$ cat src/rtl/stack_if.sv
// Processor-to-stack bus: push/pop strobes with data in, top-of-stack and status back.
interface stack_if #(
    parameter int WIDTH = 8,
    parameter int AW    = 4
);
    logic             push;
    logic             pop;
    logic [WIDTH-1:0] data_in;
    logic [WIDTH-1:0] data_out;
    logic             full;
    logic             empty;
    logic [AW:0]      count;
    logic [AW:0]      high_water;
    logic             overflow_err;
    logic             underflow_err;

    modport master (
        output push, pop, data_in,
        input  data_out, full, empty, count, high_water, overflow_err, underflow_err
    );

    modport slave (
        input  push, pop, data_in,
        output data_out, full, empty, count, high_water, overflow_err, underflow_err
    );
endinterface

$ cat src/rtl/stack_unit.sv
// LIFO stack for the processor: one push/pop/replace per cycle, top-of-stack
// presented from registered state, high-water mark and sticky error flags.
module stack_unit #(
    parameter int WIDTH = 8,
    parameter int DEPTH = 16,
    parameter int AW    = 4
) (
    input  logic   clk,
    input  logic   resetN,
    stack_if.slave bus
);
    localparam logic [AW:0] DEPTH_C = (AW+1)'(DEPTH);

    logic [WIDTH-1:0] mem [DEPTH];
    logic [AW:0]      sp;
    logic [AW:0]      sp_nxt;
    logic [AW:0]      sp_m1;
    logic [AW:0]      high_water;
    logic             overflow_err;
    logic             underflow_err;
    logic             wr_en;
    logic [AW-1:0]    wr_addr;
    logic             set_ovf;
    logic             set_udf;
    logic             is_empty;
    logic             is_full;

    assign sp_m1    = sp - 1'b1;
    assign is_empty = (sp == '0);
    assign is_full  = (sp == DEPTH_C);

    always_comb begin
        sp_nxt  = sp;
        wr_en   = 1'b0;
        wr_addr = sp[AW-1:0];
        set_ovf = 1'b0;
        set_udf = 1'b0;
        if (bus.push && bus.pop) begin
            if (!is_empty) begin
                // replace top in place; also legal when full
                wr_en   = 1'b1;
                wr_addr = sp_m1[AW-1:0];
            end else begin
                wr_en   = 1'b1;
                wr_addr = '0;
                sp_nxt  = (AW+1)'(1);
                set_udf = 1'b1;
            end
        end else if (bus.push) begin
            if (!is_full) begin
                wr_en  = 1'b1;
                sp_nxt = sp + 1'b1;
            end else begin
                set_ovf = 1'b1;
            end
        end else if (bus.pop) begin
            if (!is_empty) begin
                sp_nxt = sp_m1;
            end else begin
                set_udf = 1'b1;
            end
        end
    end

    always_ff @(posedge clk) begin
        if (!resetN) begin
            sp            <= '0;
            high_water    <= '0;
            overflow_err  <= 1'b0;
            underflow_err <= 1'b0;
        end else begin
            sp            <= sp_nxt;
            high_water    <= (sp_nxt > high_water) ? sp_nxt : high_water;
            overflow_err  <= overflow_err | set_ovf;
            underflow_err <= underflow_err | set_udf;
        end
    end

    // storage is not cleared by reset, but strobes in the reset cycle must not write
    always_ff @(posedge clk) begin
        if (resetN && wr_en) begin
            mem[wr_addr] <= bus.data_in;
        end
    end

    assign bus.data_out      = is_empty ? '0 : mem[sp_m1[AW-1:0]];
    assign bus.full          = is_full;
    assign bus.empty         = is_empty;
    assign bus.count         = sp;
    assign bus.high_water    = high_water;
    assign bus.overflow_err  = overflow_err;
    assign bus.underflow_err = underflow_err;
endmodule

$ cat src/flat_wrapper.sv
// flat-port wrapper written by rule: the top's interface ports become plain ports
module stack_unit_flat 
#(
    parameter int WIDTH = 8,
    parameter int DEPTH = 16,
    parameter int AW    = 4
)
  (clk, resetN, bus_push, bus_pop, bus_data_in, bus_data_out, bus_full, bus_empty, bus_count, bus_high_water, bus_overflow_err, bus_underflow_err);
  stack_if #(.WIDTH(WIDTH), .AW(AW)) bus_i ();
  input  logic clk;
  input  logic resetN;
  input wire logic [$bits(bus_i.push)-1:0] bus_push;
  input wire logic [$bits(bus_i.pop)-1:0] bus_pop;
  input wire logic [$bits(bus_i.data_in)-1:0] bus_data_in;
  output wire logic [$bits(bus_i.data_out)-1:0] bus_data_out;
  output wire logic [$bits(bus_i.full)-1:0] bus_full;
  output wire logic [$bits(bus_i.empty)-1:0] bus_empty;
  output wire logic [$bits(bus_i.count)-1:0] bus_count;
  output wire logic [$bits(bus_i.high_water)-1:0] bus_high_water;
  output wire logic [$bits(bus_i.overflow_err)-1:0] bus_overflow_err;
  output wire logic [$bits(bus_i.underflow_err)-1:0] bus_underflow_err;
  assign bus_i.push = bus_push;
  assign bus_i.pop = bus_pop;
  assign bus_i.data_in = bus_data_in;
  assign bus_data_out = bus_i.data_out;
  assign bus_full = bus_i.full;
  assign bus_empty = bus_i.empty;
  assign bus_count = bus_i.count;
  assign bus_high_water = bus_i.high_water;
  assign bus_overflow_err = bus_i.overflow_err;
  assign bus_underflow_err = bus_i.underflow_err;
  stack_unit #(.WIDTH(WIDTH), .DEPTH(DEPTH), .AW(AW)) u_core (.clk(clk), .resetN(resetN), .bus(bus_i));
endmodule
$ cat config.mk
export PLATFORM = sky130hd
export DESIGN_NAME = stack_unit_flat
export DESIGN_NICKNAME = d
export VERILOG_FILES = /design/src/rtl/stack_if.sv /design/src/rtl/stack_unit.sv /design/src/flat_wrapper.sv
export SDC_FILE = /design/constraint.sdc
export NUM_CORES = 1
export LEC_CHECK = 0
export CAP_MARGIN = 25
export CORE_UTILIZATION = 50
export CTS_BUF_LIST = sky130_fd_sc_hd__clkbuf_8
export CTS_CLUSTER_DIAMETER = 60
export DETAILED_ROUTE_END_ITERATION = 6
export MAX_ROUTING_LAYER = met4
export PLACE_DENSITY = 0.71
export SLEW_MARGIN = 5
export SYNTH_ARGS = -nofsm -noshare
export SYNTH_HDL_FRONTEND = slang
export SYNTH_SLANG_ARGS = --single-unit
$ cat constraint.sdc
create_clock -name clk -period 3.1 [get_ports clk]
set_input_delay 0.465 -clock clk [delete_from_list [all_inputs] [get_ports clk]]
set_output_delay 0.465 -clock clk [all_outputs]
set_load 0.02 [all_outputs]
==> impl_metrics.yaml, run 1 <==
pwr:
  ir_drop_mv: 0.498
  switching_power_mw: 1.44
  internal_power_mw: 3.51
  p_per_area_nw_per_um2: 686
  swShare: 0.290
  pwr-share-seq: 0.432
  total_power_mw: 4.94
  p_comb_frac: 0.257
  static-leakage-power_nw: 2.48
  pwr-share-clk: 0.310
clock_tree:
  clock-sinks: 140
  cts_buffers: 17
  h-tree-depth: 4
  root_buffer: "clkbuf_8"
  cts_tree: "done"
  clk_pin_slew_ps: 80
  clockBufferDepth: 2
  clk_latency_ps: 430
synth:
  ys_top_cells_by_count: "edfxtp_1 (128), nor2_1 (26), mux4_2 (24), inv_1 (13), nand2_1 (13)"
  synthTopCellsByArea: "edfxtp_1 (64%), mux4_2 (9.0%), dfxtp_1 (4.0%)"
  synth-seq-area-share: 0.683
  synth-edff-count: 128
  synth.most_common_cell: "edfxtp_1"
  synth_seq_cells: 140
  syn_inst: 343
  synth_top_cell_by_area: "edfxtp_1"
  yosysTopAreaCellShare: 0.642
  syn_area_um2: 5980
  synth.distinct_cells: 51
  synthArstFlopShare: 0
  ys.flop_type: "edfxtp_1"
  syn_avg_cell_area_um2: 17.4
  ys_warn_count: 0
  synth_fp_nets: 363
floorplanning:
  row_count: 39
  num_io_pins: 34
  die_width_um: 111
  initial_core_util: 0.520
  die_h_um: 111
  coreArea_um2: 11500
  die_area_um2: 12400
global_route:
  grt_start_max_net_pins: 25
  overflow: 0
  antenna_found_initial: 0
  grt_use_total: 0.220
  grt_pass1_wl_mm: 19.1
  grt_pass1_vias: 3418
timing:
  layout_min_cycle_time_ps: 3010
  tightest_slew_ps: 568
  maxSlewViolCount: 0
  max-slew-margin-rel: 0.620
  setup_viol: 0
  period_share: 0.971
  clock_skew_ps: 7.15
  fmax_ghz: 0.332
  finalHoldViolCount: 0
final_layout:
  final_layout_size_suffix_gt1_frac: 0.264
  final_util: 0.625
  diodes: 0
  nFillCells: 845
  fin_nets: 439
  area_delta_synth_final_pct: 20.4
  multi_input_area_um2: 1780
  fin_area_um2: 7200
  seq_area_um2: 4090
routing:
  vias_per_cell: 6.00
  via_count: 3450
  first_iter_violations: 427
  drt_pre_antenna_iters: 7
  avgRoutedWirePerCell_um: 21.7
  wl_mm: 12.5
  drc: 10
  antenna_left: 0
critical_path:
  cp-endpoint: "bus_data_out[4]"
  startpoint: "u_core.bus.count[0]$_SDFF_PN0_"
  critPathCaptureType: "output pin"
  crit_cells: 8
  worst-setup-path-type: "flop to output pin"
  critPathSlowestCell: "dfxtp_4"
  worstPathCellList: "inv_6 > ha_4 > xor2_4 > clkbuf_16 > mux4_2 > o22ai_1 > a211oi_1 > dlygate4sd2_1"
  critPathArrivalTime_ps: 2550
  timing.critical_path.buf_inv: 3
  r2r_slack_ps: 220
  rr_startpoint: "u_core.bus.count[0]$_SDFF_PN0_"
  r2r-end: "u_core.bus.high_water[3]$_SDFFE_PN0N_"
  r2r_cells: 14
  critical_path_required_ps: 2630
  startpoint_type: "flop"
  cp_top_family: "buffers and inverters"
  cpPeakStageDelay_ps: 420
  critPathMaxFanout: 12
outcome:
  violations: "design-rule violations"
  status: "finished with violations"
place:
  dpl-instance-area_um2: 6680
  numPortBuffers: 33
  hpwlAfterDp_mm: 7.83
  globalplace.congestion: 0.827
hold_path:
  hold_path_class: "flop to flop"
run:
  max-cap-violations: 0
==> power groups by stage <==
stage | clock, mW | sequential [mW] | combinational (mW)
global placement | 0 | 2.18 | 1.19
floorplan | 0 | 2.19 | 0.812
global route | 1.65 | 2.14 | 1.36
detailed placement | 0 | 2.18 | 1.21
CTS | 1.57 | 2.14 | 1.22
finish | 1.53 | 2.14 | 1.27
==> cell type report <==
cell class	count	area share
multi-input combinational	171	0.247
timing repair buffer	74	0.0936
clock inverter	15	0.0262
sequential	140	0.567
tap	143	0.0248
inverter	15	0.00851
clock buffer	17	0.0325
==> logic make-up after synthesis <==
kind of cell             after synthesis  synth area share
flip-flops                           140             0.683
AND/OR/NAND/NOR                       61            0.0519
adder cells (fa/ha/maj)                8            0.0167
multiplexers                          45             0.148
AO/OA/AOI/OAI                         53            0.0606
buffers and inverters                 32            0.0322
XOR/XNOR                               4           0.00837
==> layer usage <==
metal	part of all wire	routed length, um	vias to the layer above	track usage
met5	0	0	-	-
li1	-	-	1539	-
met3	0.064	803	12	0.0561
met4	0.0098	122	0	0.0658
met1	0.41	5120	1751	0.277
met2	0.52	6440	148	0.355
==> state kept, by name, summed over array words and instances (netlist names) <==
signal	count
u_core.bus.overflow_err	1
u_core.bus.underflow_err	1
u_core.bus.count	5
u_core.bus.high_water	5
u_core.mem	128
==> tightest hold or removal path: cells and delay by family, from the launching register on <==
family	cells	cell delay [ps]
AO/OA/AOI/OAI	1	40
flip-flops	1	340
AND/OR/NAND/NOR	1	70
==> how the worst min path moves through the flow <==
stage,cells past startpoint,startpoint,end
2_1_floorplan,2,u_core.bus.high_water[0]$_SDFFE_PN0N_,u_core.bus.high_water[0]$_SDFFE_PN0N_
3_3_place_gp,2,u_core.bus.underflow_err$_SDFF_PN0_,u_core.bus.underflow_err$_SDFF_PN0_
3_5_place_dp,2,u_core.bus.overflow_err$_SDFF_PN0_,u_core.bus.overflow_err$_SDFF_PN0_
4_1_cts,2,u_core.bus.overflow_err$_SDFF_PN0_,u_core.bus.overflow_err$_SDFF_PN0_
5_1_grt,2,u_core.bus.overflow_err$_SDFF_PN0_,u_core.bus.overflow_err$_SDFF_PN0_
6_report,2,u_core.bus.overflow_err$_SDFF_PN0_,u_core.bus.overflow_err$_SDFF_PN0_
==> repair_timing <==
| action | CTS | global route |
|---|---|---|
| hold buffers | 0 | 0 |
| gates resized for setup | 10 | 3 |
| cloned | 0 | 1 |
| pin swaps | 1 | 0 |
| setup endpoints to repair | 8 | 7 |
| buffers inserted | 5 | 3 |
==> layout by cell type (no fill, tap or decap), drive strengths merged, types with 10 or more instances in the layout <==
cell	netlist	routed
nor2	26	26
clkbuf	5	18
a211oi	10	10
buf	12	40
inv	15	19
mux4	32	32
edfxtp	128	128
mux2i	11	11
nand2	13	13
dfxtp	12	12
clkdlybuf4s50	0	25
o22ai	11	11
==> metrics by stage <==
step	cells	setup TNS (ps)	hold slack (ps)	worst slack, ps
after floorplan	343	0	560	6.92
after global placement	534	0	461	68.5
after detailed placement	534	0	475	39.0
after CTS	571	0	494	17.5
after global routing	575	-17.6	533	-9.54
final	575	0	485	89.4
No activity file was read; power rests on OpenSTA's default activity.
==> inputs of run 2 (changes only) <==
Settings changed: CORE_ASPECT_RATIO set to 1.25, CORE_UTILIZATION 50 to 25, CTS_BUF_LIST sky130_fd_sc_hd__clkbuf_8 to unset, PLACE_DENSITY 0.71 to unset.
==> impl_metrics.yaml, run 2 (same netlist as run 1, synthesis figures left out) <==
final_layout:
  final_cell_mix: "edfxtp_1 (128), buf_4 (30), nor2_1 (26), clkdlybuf4s50_1 (25), mux4_2 (24)"
  final_cells: 718
  area_delta_synth_final_pct: 26.3
  final_layout_size_suffix_gt1_frac: 0.280
  largest_reg_flops: 128
  fin_nets: 435
  final_common_cell: "edfxtp_1"
  regMostFlops: "u_core.mem"
floorplanning:
  num_io_pins: 34
  die_h_um: 175
  initial_core_util: 0.258
  coreArea_um2: 23200
  row_count: 62
  die_width_um: 140
  die_area_um2: 24600
timing:
  clock_skew_ps: 7.55
  maxSlewViolCount: 0
  finalHoldViolCount: 0
  finalSetupTns_ps: 0
  fmax_ghz: 0.331
  period_share: 0.974
  tightest_slew_ps: 628
  max-slew-margin-rel: 0.579
  layout_min_cycle_time_ps: 3020
  hold-worst-slack_ps: 486
  rsz0062_at_grt: "true"
  setup_viol: 0
pwr:
  static-leakage-power_nw: 2.54
  switching_power_mw: 1.52
  internal_power_mw: 3.85
  total_power_mw: 5.37
  pwr-share-clk: 0.353
  ir_drop_mv: 0.472
  swShare: 0.283
  p_comb_frac: 0.249
  pwr-share-seq: 0.398
  p_per_area_nw_per_um2: 710
critical_path:
  r2r-end: "u_core.bus.high_water[3]$_SDFFE_PN0N_"
  startpoint_type: "flop"
  critical_path_required_ps: 2630
  r2r_cells: 11
  critPathMaxFanout: 12
  worst-setup-path-type: "flop to output pin"
  r2r_slack_ps: 150
  critPathArrivalTime_ps: 2560
  rr_startpoint: "u_core.bus.count[0]$_SDFF_PN0_"
  critPathCaptureType: "output pin"
routing:
  wl_mm: 13.1
  first_iter_violations: 223
  drt_pre_antenna_iters: 4
  drc: 0
  vias_per_cell: 4.69
  antenna_left: 0
  avgRoutedWirePerCell_um: 18.2
  via_count: 3367
outcome:
  status: "complete, no violations"
clock_tree:
  clock-sinks: 140
  clk_latency_ps: 410
  cts_hold_buf: 0
  h-tree-depth: 4
  cts_tree: "done"
  cts_buffers: 17
  clk_pin_slew_ps: 60
  clockBufferDepth: 2
  root_buffer: "clkbuf_16"
global_route:
  grt_start_max_net_pins: 24
  grt_use_total: 0.117
  grt_pass1_wl_mm: 20.3
  grt_pass1_vias: 3494
  antenna_found_initial: 2
  grt_busiest_layer: "met2"
  use_met1: 0.146
  grt_use_met2: 0.180
  grtUsageMet3: 0.0340
  overflow: 0
hold_path:
  hold_path_class: "flop to flop"
  min_path_cells: 2
  min-delay-start: "u_core.bus.overflow_err$_SDFF_PN0_"
  whs_endpoint: "u_core.bus.overflow_err$_SDFF_PN0_"
place:
  dp_cells: 678
  globalplace.congestion: 0.865
  hpwlAfterDp_mm: 8.21
  numPortBuffers: 33
run:
  max-cap-violations: 0
run 2: cell count changes in the layout (fill, tap and decap cells not counted), sizes merged:
cell / delta
dlygate4sd2: -4
clkbuf: +3
buf: -4
clkinv: +2
bufbuf: +1
bufinv: -2
clkdlybuf4s15: +2
clkinvlp: -2
diode: +2
run 2: timing repair:
item / CTS / global route
setup endpoints to repair: 8 / 9
buffers inserted: 0 / 5
cloned: 1 / 0
gates resized for setup: 23 / 10
pin swaps: 0 / 3
run 2: routing by layer:
metal / share of wire / vias to the layer above
met5: 0 / -
met4: 0.018 / 0
met3: 0.067 / 16
met2: 0.49 / 115
met1: 0.43 / 1706
li1: - / 1530
run 2: final cells by class:
class / count / area (um2)
diodes: 2 / 5.00
clock buffers: 19 / 433
clock inverters: 13 / 116
fillers: 2187 / 15600
inverters: 15 / 61.3
multi-input cells: 171 / 1810
flip-flops and latches: 140 / 4090
well taps: 288 / 360
repair buffers: 70 / 678
run 2: worst max path at each step:
stage | cells after the start | from | endpoint
6_report | 8 | u_core.bus.count[0]$_SDFF_PN0_ | bus_data_out[1]
5_1_grt | 11 | u_core.bus.count[0]$_SDFF_PN0_ | u_core.bus.high_water[3]$_SDFFE_PN0N_
4_1_cts | 8 | u_core.bus.count[0]$_SDFF_PN0_ | bus_data_out[3]
3_5_place_dp | 11 | bus_push | u_core.bus.high_water[3]$_SDFFE_PN0N_
3_3_place_gp | 10 | bus_pop | u_core.bus.high_water[3]$_SDFFE_PN0N_
2_1_floorplan | 17 | u_core.bus.count[0]$_SDFF_PN0_ | u_core.bus.high_water[3]$_SDFFE_PN0N_
run 2: through the flow:
step           cell area [um2]   util  setup slack [ps]
6_report                  7550  0.326              79.7
5_1_grt                   7550  0.326             -35.6
4_1_cts                   7490  0.323             -45.5
3_5_place_dp              6870  0.296             -22.5
3_3_place_gp              6870  0.296              65.4
2_1_floorplan             6040      -              6.92
run 2: worst max-delay path: stages, from the launching register on:
cell,delay (ps)
dfxtp_4,370
inv_6,70
ha_4,180
xor2_4,240
bufbuf_16,350
mux4_1,300
o22ai_1,240
a211oi_2,90
clkdlybuf4s15_2,290
run 2: power by group through the flow:
stage / Clock [mW] / Combinational, mW / Sequential [mW]
global route: 2.01 / 1.42 / 2.14
detailed placement: 0 / 1.26 / 2.18
finish: 1.89 / 1.34 / 2.14
floorplan: 0 / 0.812 / 2.19
global placement: 0 / 1.24 / 2.17
CTS: 1.93 / 1.31 / 2.14
